File: src/rtl/irq_pkg.sv
// irq_pkg: shared encodings and constants for the interrupt controller
package irq_pkg;
  localparam int IRQ_MAX = 16;
  localparam logic IRQ_SEL_IF = 1'b0;
  localparam logic IRQ_SEL_IE = 1'b1;
  localparam logic [15:0] IRQ_NULL_VECTOR = 16'h0000;
  typedef enum logic {IRQ_IDLE, IRQ_DISPATCH} irq_state_t;
endpackage

File: src/rtl/irq_prio_enc.sv
// irq_prio_enc: lowest-index-wins priority encoder
module irq_prio_enc #(
  parameter int NUM_IRQ = 8
) (
  input  logic [NUM_IRQ-1:0] req,
  output logic [3:0]         idx,
  output logic               any
);
  always_comb begin
    idx = '0;
    for (int i = NUM_IRQ - 1; i >= 0; i--)
      if (req[i]) idx = 4'(i);
  end
  assign any = |req;
endmodule

File: src/rtl/irq_ctrl.sv
// irq_ctrl: IF/IE registers, edge/level capture, priority dispatch with registered vector
module irq_ctrl
  import irq_pkg::*;
#(
  parameter int                 NUM_IRQ    = 8,
  parameter logic [NUM_IRQ-1:0] EDGE_MASK  = '1,
  parameter logic [15:0]        VEC_BASE   = 16'h0040,
  parameter int                 VEC_STRIDE = 8
) (
  input  logic               CLK,
  input  logic               RESET,
  input  logic [NUM_IRQ-1:0] CPU_IRQ_TRIG,
  input  logic               IME,
  input  logic               REG_WR,
  input  logic               REG_SEL,
  input  logic [NUM_IRQ-1:0] REG_WDATA,
  output logic [NUM_IRQ-1:0] REG_RDATA,
  input  logic               ACK_STB,
  output logic               IRQ_PENDING,
  output logic               IRQ_REQ,
  output logic [NUM_IRQ-1:0] CPU_IRQ_ACK,
  output logic [15:0]        VECTOR,
  output logic               VEC_VALID
);
  logic [NUM_IRQ-1:0] if_q, ie_q, trig_prev, set, if_base, ack_clr;
  logic [3:0] win;
  logic any, accept;
  irq_state_t state;
  // level channels ignore trig_prev, edge channels need a fresh 0->1
  assign set = CPU_IRQ_TRIG & ~(trig_prev & EDGE_MASK);
  assign if_base = (REG_WR && REG_SEL == IRQ_SEL_IF) ? REG_WDATA : if_q;
  assign accept = ACK_STB && state == IRQ_IDLE;
  irq_prio_enc #(.NUM_IRQ(NUM_IRQ)) u_enc (.req(if_base & ie_q), .idx(win), .any(any));
  assign ack_clr = (accept && any) ? NUM_IRQ'(1) << win : '0;
  assign REG_RDATA = (REG_SEL == IRQ_SEL_IE) ? ie_q : if_q;
  assign IRQ_PENDING = |(if_q & ie_q);
  assign IRQ_REQ = IRQ_PENDING & IME;
  always_ff @(posedge CLK or posedge RESET) begin
    if (RESET) begin
      if_q <= '0;
      ie_q <= '0;
      trig_prev <= '0;
      state <= IRQ_IDLE;
      CPU_IRQ_ACK <= '0;
      VECTOR <= IRQ_NULL_VECTOR;
      VEC_VALID <= 1'b0;
    end else begin
      if_q <= (if_base & ~ack_clr) | set;
      ie_q <= (REG_WR && REG_SEL == IRQ_SEL_IE) ? REG_WDATA : ie_q;
      trig_prev <= CPU_IRQ_TRIG;
      state <= accept ? IRQ_DISPATCH : IRQ_IDLE;
      CPU_IRQ_ACK <= ack_clr;
      VECTOR <= (accept && any) ? VEC_BASE + 16'(win) * 16'(VEC_STRIDE) : IRQ_NULL_VECTOR;
      VEC_VALID <= accept;
    end
  end
endmodule

File: config.mk
export PLATFORM = sky130hd
export DESIGN_NAME = irq_ctrl
export DESIGN_NICKNAME = d
export VERILOG_FILES = /design/src/rtl/irq_pkg.sv /design/src/rtl/irq_prio_enc.sv /design/src/rtl/irq_ctrl.sv
export SDC_FILE = /design/constraint.sdc
export NUM_CORES = 1
export LEC_CHECK = 0
export CAP_MARGIN = 30
export CORE_ASPECT_RATIO = 1.2
export CORE_MARGIN = 2
export CORE_UTILIZATION = 25
export CTS_BUF_LIST = sky130_fd_sc_hd__clkbuf_4 sky130_fd_sc_hd__clkbuf_8
export CTS_CLUSTER_SIZE = 10
export DETAILED_ROUTE_END_ITERATION = 8
export SYNTH_ARGS = -nofsm -noshare
export SYNTH_HDL_FRONTEND = slang
export SYNTH_HIERARCHICAL = 1
export SYNTH_SLANG_ARGS = --single-unit
File: constraint.sdc
create_clock -name CLK -period 2.1 [get_ports CLK]
set_input_delay 0.21 -clock CLK [delete_from_list [all_inputs] [get_ports CLK]]
set_output_delay 0.21 -clock CLK [all_outputs]
set_load 0.02 [all_outputs]
; Word level (Yosys, flattened, before mapping)
; Index checks and enable logic that the tools add are counted.
[classes]
n_addsub = 1
n_shift = 1
n_mux = 13
bitwise = 10
reduce_logical = 6
[ops]
columns = op, n
row1 = AND 8 bit, 4
row2 = 2-to-1 mux 8 bit, 4
row3 = 2-to-1 mux 3 bit, 8
row4 = inverter 8 bit, 2
row5 = OR reduction 8 bit, 2
row6 = "adder 7 x 7 -> 8 bit, first input constant", 1
row7 = OR 8 bit, 1
row8 = "left shift 1 x 4 -> 8 bit, first input constant", 1
row9 = logical AND 1 bit, 4
row10 = inverter 1 bit, 2
row11 = AND 1 bit, 1
row12 = 2-to-1 mux 1 bit, 1
[totals]
reg_bits = 42
input_bits = 22
output_inout_bits = 35

; Logic depth before layout (Yosys ltp)
[depth]
depth_word = 17
mapped_depth = 11
mapped_depth_nobuf = 9

; Hierarchy
; Netlist, hierarchy kept.
[modules_own_cells]
columns = mod, n_inst, cells_per_inst, area_each_um2, seq_area_each_um2
row1 = irq_ctrl, 1, 129, 1649.1, 950.9
row2 = irq_prio_enc, 1, 15, 92.6, 0.0

; Least setup slack after synthesis
; Ideal clock, no wire load.
[synth_path]
path_type = input to register
startpoint = in REG_SEL
endpoint = reg if_q[1]
setup_ns = 0.130
arrival_ns = 2.077
required_time_ns = 1.970
setup_slack_ns = -0.107
stages = 9
n_path_buf = 2
path_cell_list = buf_6 nor2b_1 buf_4 mux2i_1 nor2b_1 o41ai_1 or3b_1 nor3_2 o22ai_1
[synth_between]
elab_chain_len = 17
word_cells_on_any_way = 19
classes_between = shift: 1 / mux: 10 / bitwise: 5 / reduce/logical: 3
[synth_rtl]
columns = item, line_no
row1 = start: declaration, irq_ctrl.sv:15  ; input logic REG_SEL,
row2 = inverter 1 bit *, irq_ctrl.sv:31  ; assign if_base = (REG_WR && REG_SEL == IRQ_SEL_IF) ? REG_WDATA : if_q;
row3 = logical AND 1 bit *, irq_ctrl.sv:31
row4 = 2-to-1 mux 8 bit *, irq_ctrl.sv:31
row5 = AND 8 bit *, irq_ctrl.sv:33  ; irq_prio_enc #(.NUM_IRQ(NUM_IRQ)) u_enc (.req(if_base & ie_q), .idx(win), .any(any));
row6 = 2-to-1 mux 3 bit (7 in a row), irq_prio_enc.sv:12  ; if (req[i]) idx = 4'(i);
row7 = 2-to-1 mux 3 bit *, irq_prio_enc.sv:12
row8 = via win[0], irq_ctrl.sv:26  ; logic [3:0] win;
row9 = left shift 1 x 4 -> 8 bit *, irq_ctrl.sv:34  ; assign ack_clr = (accept && any) ? NUM_IRQ'(1) << win : '0;
row10 = 2-to-1 mux 8 bit *, irq_ctrl.sv:34
row11 = via ack_clr[1], irq_ctrl.sv:25  ; logic [NUM_IRQ-1:0] if_q, ie_q, trig_prev, set, if_base, ack_clr;
row12 = inverter 8 bit *, irq_ctrl.sv:48  ; if_q <= (if_base & ~ack_clr) | set;
row13 = AND 8 bit *, irq_ctrl.sv:48
row14 = OR 8 bit *, irq_ctrl.sv:48
row15 = end signal: assignment, irq_ctrl.sv:48
row16 = end: declaration, irq_ctrl.sv:25
; Mark *: on every way through the listed nets, which the timed path passes. The rest lies on a longest branch.
; A chain may end at the register's enable or synchronous reset.

; Worst setup path in the final report
[layout_path]
startpoint = in REG_WDATA[7]
endpoint = reg if_q[1]
[layout_between]
elab_chain_len = 15
word_cells_on_any_way = 17
classes_between = shift: 1 / mux: 10 / bitwise: 4 / reduce/logical: 2
[layout_rtl]
columns = item, line_no
row1 = start: declaration, irq_ctrl.sv:16  ; input logic [NUM_IRQ-1:0] REG_WDATA,
row2 = 2-to-1 mux 8 bit, irq_ctrl.sv:31
row3 = AND 8 bit, irq_ctrl.sv:33
row4 = 2-to-1 mux 3 bit (8 in a row), irq_prio_enc.sv:12
row5 = via win[0], irq_ctrl.sv:26
row6 = left shift 1 x 4 -> 8 bit, irq_ctrl.sv:34
row7 = 2-to-1 mux 8 bit, irq_ctrl.sv:34
row8 = via ack_clr[1], irq_ctrl.sv:25
row9 = inverter 8 bit, irq_ctrl.sv:48
row10 = AND 8 bit, irq_ctrl.sv:48
row11 = OR 8 bit, irq_ctrl.sv:48
; The timed path passes the listed nets, and every way through them passes these cells.

==> out/results.ini <==
[yosys]
synth.yosys.warnings=6
synth_seq_cells=38
synth-seq-area-share_pct=54.60
synth.cell_area_um2=1742
number_of_cells_produced_by_synthesis=144
yosysUniqueCellTypes=31
postSynthAreaPerCell_um2=12.09
synth-edff-count=0
postSynth.topFlopCell=sky130_fd_sc_hd__dfrtp_1
async_reset_ff_share_pct=100.0

[worst_setup_path]
timing_worst_setup_path_type=in -> reg
endpoint=if_q[1]$_DFF_PP0_
timing.critical_path.slowest_cell_delay_ps=500
setup.worst_path.end_class=flop
crit_start=REG_WDATA[7]
cpLargestDelayFamily=simple AND/OR/NAND/NOR gates
library_cell_contributing_the_largest_single_delay_on_the_critical_path=sky130_fd_sc_hd__clkdlybuf4s50_1
rr_endpoint=if_q[1]$_DFF_PP0_
critical_path.cell_chain=clkdlybuf4s50_1 -> mux2i_2 -> nor2b_2 -> a21oi_2 -> o41ai_2 -> or3b_4 -> nor3_4 -> o22ai_1
startpoint_type=primary input
critical_path_buf_inv_count=1
setup.reg_to_reg.worst_slack_ps=50
worst-endpoint-arrival_ps=2250
rr_worst_depth=8
r2r_startpoint=if_q[6]$_DFF_PP0_
total_stage_count_of_the_critical_path=8
cp_data_required_time_ps=2270
crit_path_max_fanout=3

[clock_network]
cts.reportedPaths.clkPinSlew_ps=70
cts-root-buf=sky130_fd_sc_hd__clkbuf_8
cts_buffer_depth=2
clk-insertion-delay-late_ps=290
htree_num_levels=2
hold_buffers=0
cts_tree=yes
cts_inserted_buffers=5
cts.sink_count=38

[timing]
final-setup-viol-count=0
timing.final.ws_setup_ps=23.70
min_period_over_period_pct=98.87
clock.fmax_mhz=481.6
report.final.slew_viol_count=0
fin_worst_skew_ps=5.494
grt_setup_unrepaired=yes
finalWorstPathRequiredPeriod_ps=2076
finalHoldViolations=0
fin_tns_setup_ps=0

[global_route]
grt_pass1_wl_um=6768
first_global_vias=1351
grt_usage_pct=11.95
grt_overflow_total=0
grt_antenna_before_repair=0
grt_max_degree=39

[pwr]
power_frac_clock_pct=24.4
power.share.sequential_pct=42.0
maximum_resistive_drop_on_vdd_mv=0.2277
leakagePower_nw=1.202
netSwitchingPower_mw=0.6111
p_int_mw=1.421
power.density_cell_area_nw_per_um2=762.6
switching_share_of_power_pct=30.07
power.combinational.fraction_pct=33.7

[floorplanning]
fp.dieH_um=95.44
core_footprint_um2=6771
die_w_um=80.20
boundaryPins=57
fp-row-count=33
initial_utilization_pct=25.72
design.die.area_um2=7653

[placement]
placement.cell_area_um2=2387
port_buffers=45
placement.setup.worst_slack_ps=-700.6
hpwlAfterDp_um=3072
place.gp.congestion=0.8188

[layout]
drive_above_1_share_pct=40.09
mostFrequentLayoutCells=sky130_fd_sc_hd__clkdlybuf4s50_1, sky130_fd_sc_hd__dfrtp_1, sky130_fd_sc_hd__buf_4
multiInputGateArea_um2=802.0
filler_cell_count=673
layout_commonest_cell=sky130_fd_sc_hd__clkdlybuf4s50_1
post-route-cell-area_um2=2665
utilization_pct=39.36
area_used_by_sequential_logic_in_the_layout_um2=950.9
num-nets-final=244
antenna_cells_inserted=0
flow.area_growth_from_synthesis_pct=53.02

[drt]
dr_total_vias=1311
drt_pass1_iterations=4
totalWireLength_um=4346
drt-vias-per-instance=4.243
final_antenna_net_count=0
routed_wire_length_per_instance_um=14.06
dr.first_iter.drc_count=43
drcViolationCount=0

[run_status]
status=finished, final reports clean

[worst_hold_path]
min-delay-start=REG_WDATA[4]
timing.hold.worst.class=in -> reg

[job]
maxCapViolations=0

## per-stage QoR
stage	instances	hold WS (ps)	total power [mW]
after floorplan	154	241.4	1.184
after global placement	292	414.6	1.428
after detailed placement	292	416.1	1.431
after CTS	303	372.8	1.976
after global routing	309	255.5	2.143
final	309	255.5	2.032
## layer usage
layer | GRT usage [%] | share of wire, % | up-vias
li1 | - | - | 630
met1 | 14.10 | 41 | 642
met2 | 20.35 | 52 | 32
met3 | 3.598 | 5.4 | 7
met4 | 4.661 | 1.6 | 0
met5 | 0 | 0 | -
## area by class of cell
class | instances | share of cell area, %
Sequential cell | 38 | 35.68
Inverter | 11 | 1.549
Multi-Input combinational cell | 91 | 30.09
Timing Repair Buffer | 75 | 25.45
Clock buffer | 7 | 3.146
Tap cell | 87 | 4.084
## synthesized netlist by cell type (2+ instances only)
cell	instances	area, um2
sky130_fd_sc_hd__or3b_1	2	17.52
sky130_fd_sc_hd__a22oi_1	4	30.03
sky130_fd_sc_hd__nor2b_1	11	68.82
sky130_fd_sc_hd__nor2_1	8	30.03
sky130_fd_sc_hd__mux2i_1	8	80.08
sky130_fd_sc_hd__buf_4	13	97.59
sky130_fd_sc_hd__dfrtp_1	38	950.9
sky130_fd_sc_hd__nor3_2	3	30.03
sky130_fd_sc_hd__inv_1	11	41.29
sky130_fd_sc_hd__o22ai_1	8	50.05
sky130_fd_sc_hd__mux2_2	16	180.2
sky130_fd_sc_hd__conb_1	2	7.510
sky130_fd_sc_hd__and3_1	2	12.51
## flip-flops by register name (all words and copies together) (netlist names)
| name | flops |
|---|---|
| ie_q | 8 |
| if_q | 8 |
| VECTOR | 5 |
| CPU_IRQ_ACK | 8 |
| trig_prev | 8 |
| VEC_VALID | 1 |
## cell families (layout without fill, tap and decap cells)
group	after synthesis	count (layout)	share of synthesized area [%]
other	2	12	0.4312
AND/OR/NAND/NOR	38	38	14.87
multiplexers	24	24	14.94
flip-flops	38	38	54.60
AO/OA/AOI/OAI	17	17	6.537
buffers and inverters	25	93	8.620
## worst min-delay path by stage
stage          depth (start not counted)                endpoint  slack, ps
2_1_floorplan                          0  trig_prev[0]$_DFF_PP0_        240
6_report                               2     ie_q[4]$_DFFE_PP0P_        260
3_3_place_gp                           1       if_q[4]$_DFF_PP0_        410
3_5_place_dp                           1       if_q[2]$_DFF_PP0_        420
5_1_grt                                2     ie_q[4]$_DFFE_PP0P_        260
4_1_cts                                3  trig_prev[6]$_DFF_PP0_        370
## power by group through the flow
stage                     Sequential, mW  Combinational (mW)  Clock, mW
after floorplan                    0.870               0.314          0
after global placement             0.860               0.569          0
after detailed placement           0.862               0.569          0
after CTS                          0.850               0.612      0.513
after global routing               0.863               0.738      0.541
final                              0.853               0.684      0.495
## repair_timing
item | 4_1_cts | 5_1_grt
pin swaps | 4 | 8
buffers inserted | 4 | 6
resized for setup | 19 | 25
cloned | 0 | 0
endpoints found under the setup margin | 19 | 14
No activity file was read; power rests on OpenSTA's default activity.
